$ cat src/rtl/regfile_pkg.sv
// Shared register-class encodings and the flat busy-index mapping used by the
// register bank and its pending-write scoreboard.
package regfile_pkg;

  typedef enum logic [1:0] {
    SEL_GP = 2'b00,
    SEL_SP = 2'b01,
    SEL_IH = 2'b10,
    SEL_T  = 2'b11
  } reg_sel_e;

  localparam int unsigned NUM_SPECIAL = 3;

  // Special registers sit directly above the GP block in the busy vector.
  function automatic int unsigned busy_idx(input logic [1:0]  sel,
                                           input int unsigned addr,
                                           input int unsigned gp_count);
    case (sel)
      SEL_GP:  busy_idx = addr;
      SEL_SP:  busy_idx = gp_count;
      SEL_IH:  busy_idx = gp_count + 1;
      default: busy_idx = gp_count + 2;
    endcase
  endfunction

endpackage

$ cat src/rtl/regfile_scoreboard.sv
// Per-register pending-write bits: issue sets, writeback clears, flush wipes.
// Priority on one edge is flush > set > clear.
module regfile_scoreboard
  import regfile_pkg::*;
#(
  parameter  int unsigned GP_ADDR_W = 3,
  localparam int unsigned GP_COUNT  = 2**GP_ADDR_W,
  localparam int unsigned NUM_BUSY  = GP_COUNT + NUM_SPECIAL
) (
  input  logic                 CLK,
  input  logic                 RST_N,
  input  logic                 set_en,
  input  logic [1:0]           set_sel,
  input  logic [GP_ADDR_W-1:0] set_addr,
  input  logic                 clr_en,
  input  logic [1:0]           clr_sel,
  input  logic [GP_ADDR_W-1:0] clr_addr,
  input  logic                 flush,
  output logic [NUM_BUSY-1:0]  busy
);

  logic [NUM_BUSY-1:0] set_mask;
  logic [NUM_BUSY-1:0] clr_mask;
  logic [NUM_BUSY-1:0] busy_next;
  int unsigned         set_idx;
  int unsigned         clr_idx;

  assign set_idx = busy_idx(set_sel, 32'(set_addr), GP_COUNT);
  assign clr_idx = busy_idx(clr_sel, 32'(clr_addr), GP_COUNT);

  always_comb begin
    // NOTE: every always_comb output gets a default first so no path leaves it
    // unassigned, which would otherwise infer a latch.
    set_mask = '0;
    clr_mask = '0;
    for (int unsigned i = 0; i < NUM_BUSY; i++) begin
      if (set_en && (set_idx == i)) set_mask[i] = 1'b1;
      if (clr_en && (clr_idx == i)) clr_mask[i] = 1'b1;
    end
    // A newer producer issuing on the same edge as the older one retires
    // must leave the register pending, so set is applied after clear.
    if (flush) busy_next = '0;
    else       busy_next = (busy & ~clr_mask) | set_mask;
  end

  always_ff @(posedge CLK or negedge RST_N) begin
    // NOTE: sequential state uses non-blocking assignments so every flop
    // samples pre-edge values regardless of block ordering.
    if (!RST_N) busy <= '0;
    else        busy <= busy_next;
  end

endmodule

$ cat src/rtl/regfile_bank.sv
// Parametrised GP/SP/IH/T register file with independent bypassing read ports
// and a pending-write scoreboard for the hazard unit.
module regfile_bank
  import regfile_pkg::*;
#(
  parameter int unsigned         DATA_W    = 16,
  parameter int unsigned         GP_ADDR_W = 3,
  parameter int unsigned         NUM_RD    = 2,
  parameter logic [DATA_W-1:0]   SP_RST    = '0
) (
  input  logic                          CLK,
  input  logic                          RST_N,
  input  logic                          wr_en,
  input  logic [1:0]                    wr_sel,
  input  logic [GP_ADDR_W-1:0]          wr_addr,
  input  logic [DATA_W-1:0]             wr_data,
  input  logic [2*NUM_RD-1:0]           rd_sel,
  input  logic [GP_ADDR_W*NUM_RD-1:0]   rd_addr,
  output logic [DATA_W*NUM_RD-1:0]      rd_data,
  output logic [NUM_RD-1:0]             rd_busy,
  input  logic                          sb_set_en,
  input  logic [1:0]                    sb_set_sel,
  input  logic [GP_ADDR_W-1:0]          sb_set_addr,
  input  logic                          flush
);

  localparam int unsigned GP_COUNT = 2**GP_ADDR_W;
  localparam int unsigned NUM_BUSY = GP_COUNT + NUM_SPECIAL;

  logic [DATA_W-1:0]   gp_q [GP_COUNT];
  logic [DATA_W-1:0]   sp_q;
  logic [DATA_W-1:0]   ih_q;
  logic [DATA_W-1:0]   t_q;
  logic [NUM_BUSY-1:0] busy;

  always_ff @(posedge CLK or negedge RST_N) begin
    if (!RST_N) begin
      // NOTE: the GP array is reset explicitly because reads after reset must
      // return zero; a plain RAM macro could not be used here.
      for (int unsigned i = 0; i < GP_COUNT; i++) gp_q[i] <= '0;
      sp_q <= SP_RST;
      ih_q <= '0;
      t_q  <= '0;
    end else if (wr_en) begin
      case (wr_sel)
        SEL_GP:  gp_q[wr_addr] <= wr_data;
        SEL_SP:  sp_q          <= wr_data;
        SEL_IH:  ih_q          <= wr_data;
        default: t_q           <= wr_data;
      endcase
    end
  end

  regfile_scoreboard #(
    .GP_ADDR_W (GP_ADDR_W)
  ) u_scoreboard (
    .CLK      (CLK),
    .RST_N    (RST_N),
    .set_en   (sb_set_en),
    .set_sel  (sb_set_sel),
    .set_addr (sb_set_addr),
    .clr_en   (wr_en),
    .clr_sel  (wr_sel),
    .clr_addr (wr_addr),
    .flush    (flush),
    .busy     (busy)
  );

  for (genvar p = 0; p < NUM_RD; p++) begin : g_rd
    logic [1:0]           sel;
    logic [GP_ADDR_W-1:0] addr;
    logic [DATA_W-1:0]    stored;
    logic                 hit;
    logic                 busy_bit;
    int unsigned          idx;

    assign sel  = rd_sel[2*p +: 2];
    assign addr = rd_addr[GP_ADDR_W*p +: GP_ADDR_W];
    assign idx  = busy_idx(sel, 32'(addr), GP_COUNT);

    // The address only disambiguates within the GP class.
    assign hit = wr_en && (sel == wr_sel) && ((sel != SEL_GP) || (addr == wr_addr));

    always_comb begin
      case (sel)
        SEL_GP:  stored = gp_q[addr];
        SEL_SP:  stored = sp_q;
        SEL_IH:  stored = ih_q;
        default: stored = t_q;
      endcase
    end

    always_comb begin
      busy_bit = 1'b0;
      for (int unsigned i = 0; i < NUM_BUSY; i++) begin
        if (idx == i) busy_bit = busy[i];
      end
    end

    // A write landing this cycle both supplies the data and retires the producer.
    assign rd_data[DATA_W*p +: DATA_W] = hit ? wr_data : stored;
    assign rd_busy[p]                  = busy_bit && !hit;
  end

endmodule

$ cat config.mk
export PLATFORM = sky130hd
export DESIGN_NAME = regfile_bank
export DESIGN_NICKNAME = d
export VERILOG_FILES = /design/src/rtl/regfile_pkg.sv /design/src/rtl/regfile_scoreboard.sv /design/src/rtl/regfile_bank.sv
export SDC_FILE = /design/constraint.sdc
export NUM_CORES = 1
export LEC_CHECK = 0
export BUFFER_PORTS_ARGS = -buffer_cell sky130_fd_sc_hd__buf_2
export CORE_MARGIN = 3
export CORE_UTILIZATION = 55
export DETAILED_ROUTE_END_ITERATION = 6
export PLACE_DENSITY = 0.71
export REMOVE_ABC_BUFFERS = 1
export SYNTH_ARGS = -nofsm -noshare
export SYNTH_HDL_FRONTEND = slang
export SYNTH_SLANG_ARGS = --single-unit
$ cat constraint.sdc
create_clock -name CLK -period 3.5 [get_ports CLK]
set_input_delay 0.7 -clock CLK [delete_from_list [all_inputs] [get_ports CLK]]
set_output_delay 0.7 -clock CLK [all_outputs]
set_load 0.02 [all_outputs]
Word level (Yosys, flattened, before mapping)
Cells that the tools add are included.
W data, S select, Z words.
{"block": "totals", "register_bits": 187, "word_cells": 185}
{"block": "classes", "order_cmp": 4, "eq_ne": 52, "mux": 62, "bitwise": 7, "n_reduce_logical": 48}
{"op": "$eq A32 B3 Y1 const B", "n": 8}
{"op": "$eq A32 B4 Y1 const B", "n": 6}
{"op": "$bwmux W128", "n": 1}
{"op": "$eq A32 B2 Y1 const B", "n": 4}
{"op": "$logic_not A32 Y1", "n": 4}
{"op": "$mux W16", "n": 7}
{"op": "$bmux W16 S3", "n": 2}
{"op": "$pmux W16 S3", "n": 2}
{"op": "$eq A32 B1 Y1 const B", "n": 2}
{"op": "$demux W16 S3", "n": 1}
{"op": "$pmux W4 S3", "n": 4}
{"op": "$mux W1", "n": 44}
{"op": "$eq A4 B3 Y1 const B", "n": 8}
{"op": "$logic_and A1 B1 Y1", "n": 29}
{"op": "$eq A4 B4 Y1 const B", "n": 6}
{"op": "$eq A4 B2 Y1 const B", "n": 4}
{"op": "$ge A4 B4 Y1 const B", "n": 3}
{"op": "$not A3 Y4", "n": 3}
{"op": "$and A11 B11 Y11", "n": 1}
{"op": "$mux W11", "n": 1}
{"op": "$not A11 Y11", "n": 1}
{"op": "$or A11 B11 Y11", "n": 1}
{"op": "$eq A2 B1 Y1 const B", "n": 4}
{"op": "$eq A2 B2 Y1 const B", "n": 4}
{"op": "11 further kinds", "n": 23}

Longest topological paths before layout
{"block": "logic_depth", "word_depth": 15, "ltp_mapped": 8}

Hierarchy
From an unflattened synthesis, not the netlist that was laid out.
{"block": "hier_totals", "cells_unflattened": 914, "hier_area_um2": 10636.5}
{"module": "regfile_bank", "n_inst": 1, "cells_each": 842, "area_each_um2": 9955.8, "seq_area_each_um2": 4404.2}
{"module": "regfile_scoreboard", "n_inst": 1, "cells_each": 72, "area_each_um2": 680.7, "seq_area_each_um2": 275.3}

Worst setup path after synthesis
Ideal clock, no wire load.
{"block": "synth_timing", "path_type": "input-to-output", "startpoint": "in rd_addr[3]", "endpoint": "out rd_data[27]", "arrival_time_ns": 2.470, "path_slack_ns": 0.330, "stages": 7, "path_buffers": 3, "cell_sequence": "buf_6 > buf_4 > buf_2 > mux4_2 > a22oi_1 > o21ai_0 > mux2_2"}
{"block": "synth_between", "elab_chain_len": 6, "word_cells_on_any_way": 9, "classes_between": "eq/ne (1); mux (5); bitwise (1); reduce/logical (2)"}
{"item": "from (decl)", "line_no": "regfile_bank.sv:18", "rtl": "input logic [GP_ADDR_W*NUM_RD-1:0] rd_addr,"}
{"item": "$not A3 Y4 (implied by the code)", "line_no": "regfile_bank.sv:86", "rtl": "SEL_GP: stored = gp_q[addr];"}
{"item": "$bmux W16 S3", "line_no": "regfile_bank.sv:86"}
{"item": "$mux W16 (implied by the code) (2 in series)", "line_no": "regfile_bank.sv:86"}
{"item": "$pmux W16 S3", "line_no": "regfile_bank.sv:85", "rtl": "case (sel)"}
{"item": "$mux W16 *", "line_no": "regfile_bank.sv:101", "rtl": "assign rd_data[DATA_W*p +: DATA_W] = hit ? wr_data : stored;"}
{"item": "to (decl)", "line_no": "regfile_bank.sv:19", "rtl": "output logic [DATA_W*NUM_RD-1:0] rd_data,"}
Every way passes the cells marked *; elsewhere a longest branch is shown, timed or not. The select of a mux whose other input is x is not followed.

Worst setup path in the final report
{"block": "layout_timing", "startpoint": "in rd_sel[2]", "endpoint": "out rd_data[27]"}
{"block": "layout_between", "elab_chain_len": 4, "word_cells_on_any_way": 10, "classes_between": "eq/ne (3); mux (2); reduce/logical (5)"}
{"item": "from (decl)", "line_no": "regfile_bank.sv:17", "rtl": "input logic [2*NUM_RD-1:0] rd_sel,"}
{"item": "parallel branches: the longest is 3 deep, another holds $pmux W16 S3"}
{"item": "$mux W16 *", "line_no": "regfile_bank.sv:101"}
Mark *: on every way between the ends.

==> metrics.md <==
| Metric | Value |
|---|---|
| Fraction of layout cells with a size suffix above 1 | `about 47%` |
| Max Clock Freq | `approximately 0.30 GHz` |
| IO buf count | `between 70 and 80` |
| Die footprint | `between 20,000 and 25,000 um2` |
| CP Class | `in2out` |
| Pleak | `about 5.2 nW` |
| Count of final setup violators | `0` |
| Starting Density | `a little under three fifths` |
| Final worst-path cycle share | `96.4%` |
| Gr usage total | `between 20% and 30%` |
| Skew final | `0 ps` |
| Hold WS | `301 ps` |
| Total grt overflow | `0` |
| Tmin final | `between 3000 and 4000 ps` |
| Post-DR vias/cell | `roughly 7` |
| Worst Path Required | `around 2800 ps` |
| Area Overhead vs Synth | `13.2%` |
| Worst-Skew Late Latency | `approximately 440 ps` |
| R2r setup slk | `roughly 2700 ps` |
| Crit Path Max Fanout | `27` |
| Post-route DRC | `0` |
| RR Startpoint | `gp_q[39]$_DFFE_PN0P_` |
| R2R cell count | `1` |
| Outcome | `finished, final reports clean` |
| CTS Root Cell | `clkbuf_16` |
| Post-CTS sizing | `0` |
| RSZ-0062 raised after global routing | `false` |
| H-tree Lvls | `4` |
| Ys Warns | `0` |
| First-pass GRT wire length | `~49 mm` |
| Synth unique cells | `52` |
| Drt total wl | `roughly 31 mm` |
| CP arrival | `about 2700 ps` |
| Critical path buffer and inverter count | `5` |
| Worst VDD drop | `between 0.0003 and 0.0004 V` |
| Antenna Cells | `0` |
| HP Class | `in2async` |
| Final hold vios | `0` |
| Slowest cell on crit path | `buf_4` |
| Largest stage delay on the critical path | `about 360 ps` |
| Yosys reg bits | `around 190` |
| Io pins | `between 70 and 80` |
| Initial antenna violation count | `0` |
| Main flop type after synthesis | `dfrtp_1` |
| Vias in the first global route | `about 8,500` |
| Largest net degree at the start of global routing | `84` |
| Vert. Die Dim | `between 100 and 150 um` |
| CP top delay family | `buffers and inverters` |
| CP Cell Sequence | `buf_2 -> buf_4 -> inv_1 -> o32ai_2 -> o21a_1 -> buf_12 -> mux2_2 -> buf_2` |
| Initial drt markers | `between 600 and 700` |
| Antenna Nets Post-Route | `0` |
| Clock slew at reported path FFs | `80 ps` |
| Pwr Density | `approximately 510 nW/um2` |
| Synth Instances | `~850` |
| Share of the yosys chip area belonging to registers | `approximately 43%` |
| Placed cell count | `1,154` |
| Site row count | `50` |
| Slew Viols, Final | `0` |
| Post-CTS setup buffers | `0` |
| Clock Sinks | `approximately 190` |
| Commonest non-fill, non-tap cells in the layout | `mux2_2 (202), dfrtp_1 (187), buf_2 (73)` |
| CTS buffer count | `17` |
| Dominant cells by area after synthesis | `dfrtp_1 (43%), mux2_2 (21%), mux4_2 (14%)` |
| Final Non-Filler Cells | `1,186` |
| Worst R2R End | `gp_q[39]$_DFFE_PN0P_` |
| TritonCTS clock tree | `built` |
| DR WL/cell | `about 26 um` |
| Number of enable flip-flop cells after synthesis | `0` |
| Drt pass-1 iters | `7` |
| Worst Setup End Kind | `output pin` |
| Layout Nets | `between 900 and 1,000` |
| Dpl hpwl | `about 20 mm` |
| Setup Total Neg Slack | `0 ps` |
| RePlAce Congestion | `around 0.94` |
| Most common cell after layout, fill and taps aside | `mux2_2` |
| Core area | `19,000 um2` |
| Yosys top cell by area | `dfrtp_1` |
| Worst-Margin Slew | `827 ps` |
| Max Cap Viol | `0` |
| Async set or reset register ratio after synthesis | `100%` |
| DIE WIDTH | `146 um` |
| Max clock buf depth | `2` |
| Cell area after synthesis | `between 10,000 and 15,000 um2` |
| Post-synth top area share | `a little over two fifths` |
| CTS Hold Buffers Added | `0` |
| Max-slew headroom | `44.8%` |
| Avg Inst Size Synth | `12.7 um2` |
| Detailed-route via count | `8,115` |
| Most common cell on crit path | `buf_2` |
| Startpoint Class | `primary input` |
## power by group
group | total, mW | switching (mW) | internal, mW | leakage, nW
clock network | 1.86 | 0.923 | 0.939 | 0.269
registers | 2.86 | 0.304 | 2.56 | 2.36
logic | 1.49 | 0.674 | 0.820 | 2.54
total | 6.22 | 1.90 | 4.32 | 5.16
## sequential cells by signal (all words and copies together) (netlist names)
| name | flops |
|---|---|
| sp_q | 16 |
| gp_q | 128 |
| t_q | 16 |
| u_scoreboard.busy | 11 |
| ih_q | 16 |
## synth_stat cells (7+ instances only)
| cell | instances |
|---|---|
| mux2_2 | 202 |
| dfrtp_1 | 187 |
| mux4_2 | 66 |
| clkbuf_1 | 56 |
| nor2_1 | 36 |
| nand2_1 | 34 |
| a22oi_1 | 28 |
| o21ai_0 | 27 |
| nand2b_1 | 26 |
| buf_2 | 19 |
| o31ai_1 | 14 |
| a21oi_1 | 13 |
| a221o_1 | 12 |
| o211ai_1 | 12 |
| inv_1 | 11 |
| a31oi_1 | 10 |
| nor2b_1 | 8 |
| xor2_1 | 8 |
| o21a_1 | 7 |
## cell type report
class / count / area (um2)
tap: 260 / 325
clock buffer: 18 / 429
timing repair buffer: 124 / 840
inverter: 11 / 41.3
fill: 1437 / 6760
clock inverter: 14 / 133
sequential: 187 / 4680
multi-input combinational: 572 / 5750
## per-layer routing
| layer | wire [um] | global-route usage [%] | up-vias |
|---|---|---|---|
| met3 | 2620 | 7.44 | 89 |
| met1 | 12700 | 40.0 | 4197 |
| li1 | - | - | 3377 |
| met5 | 0 | 0 | - |
| met4 | 952 | 10.9 | 0 |
| met2 | 15100 | 48.2 | 452 |
## how the worst max path moves through the flow
stage                       end  cells past startpoint       start
floorplan           rd_data[27]                      4   wr_sel[0]
global placement    rd_data[25]                      7  rd_addr[3]
detailed placement  rd_data[27]                      8   rd_sel[2]
CTS                 rd_data[27]                      8   rd_sel[2]
global route        rd_data[23]                      7  rd_addr[3]
finish              rd_data[27]                      8   rd_sel[2]
## cell families after synthesis
kind of cell / Yosys count / share of synthesized area [%]
XOR/XNOR: 8 / 0.651
AO/OA/AOI/OAI: 153 / 10.2
multiplexers: 271 / 35.2
AND/OR/NAND/NOR: 134 / 6.38
buffers and inverters: 89 / 3.43
adder cells (fa/ha/maj): 6 / 0.697
flip-flops: 187 / 43.5
## through the flow
stage | setup WS, ps | power (mW) | utilization [%] | area, um2
3_5_place_dp | 206 | 4.37 | 61.4 | 11600
4_1_cts | 193 | 6.23 | 64.3 | 12200
3_3_place_gp | 254 | 4.28 | 61.4 | 11600
6_report | 126 | 6.22 | 64.3 | 12200
2_1_floorplan | 72.1 | 3.80 | - | 10400
5_1_grt | 79.5 | 6.49 | 64.3 | 12200
(Power assumes the default switching activity.)
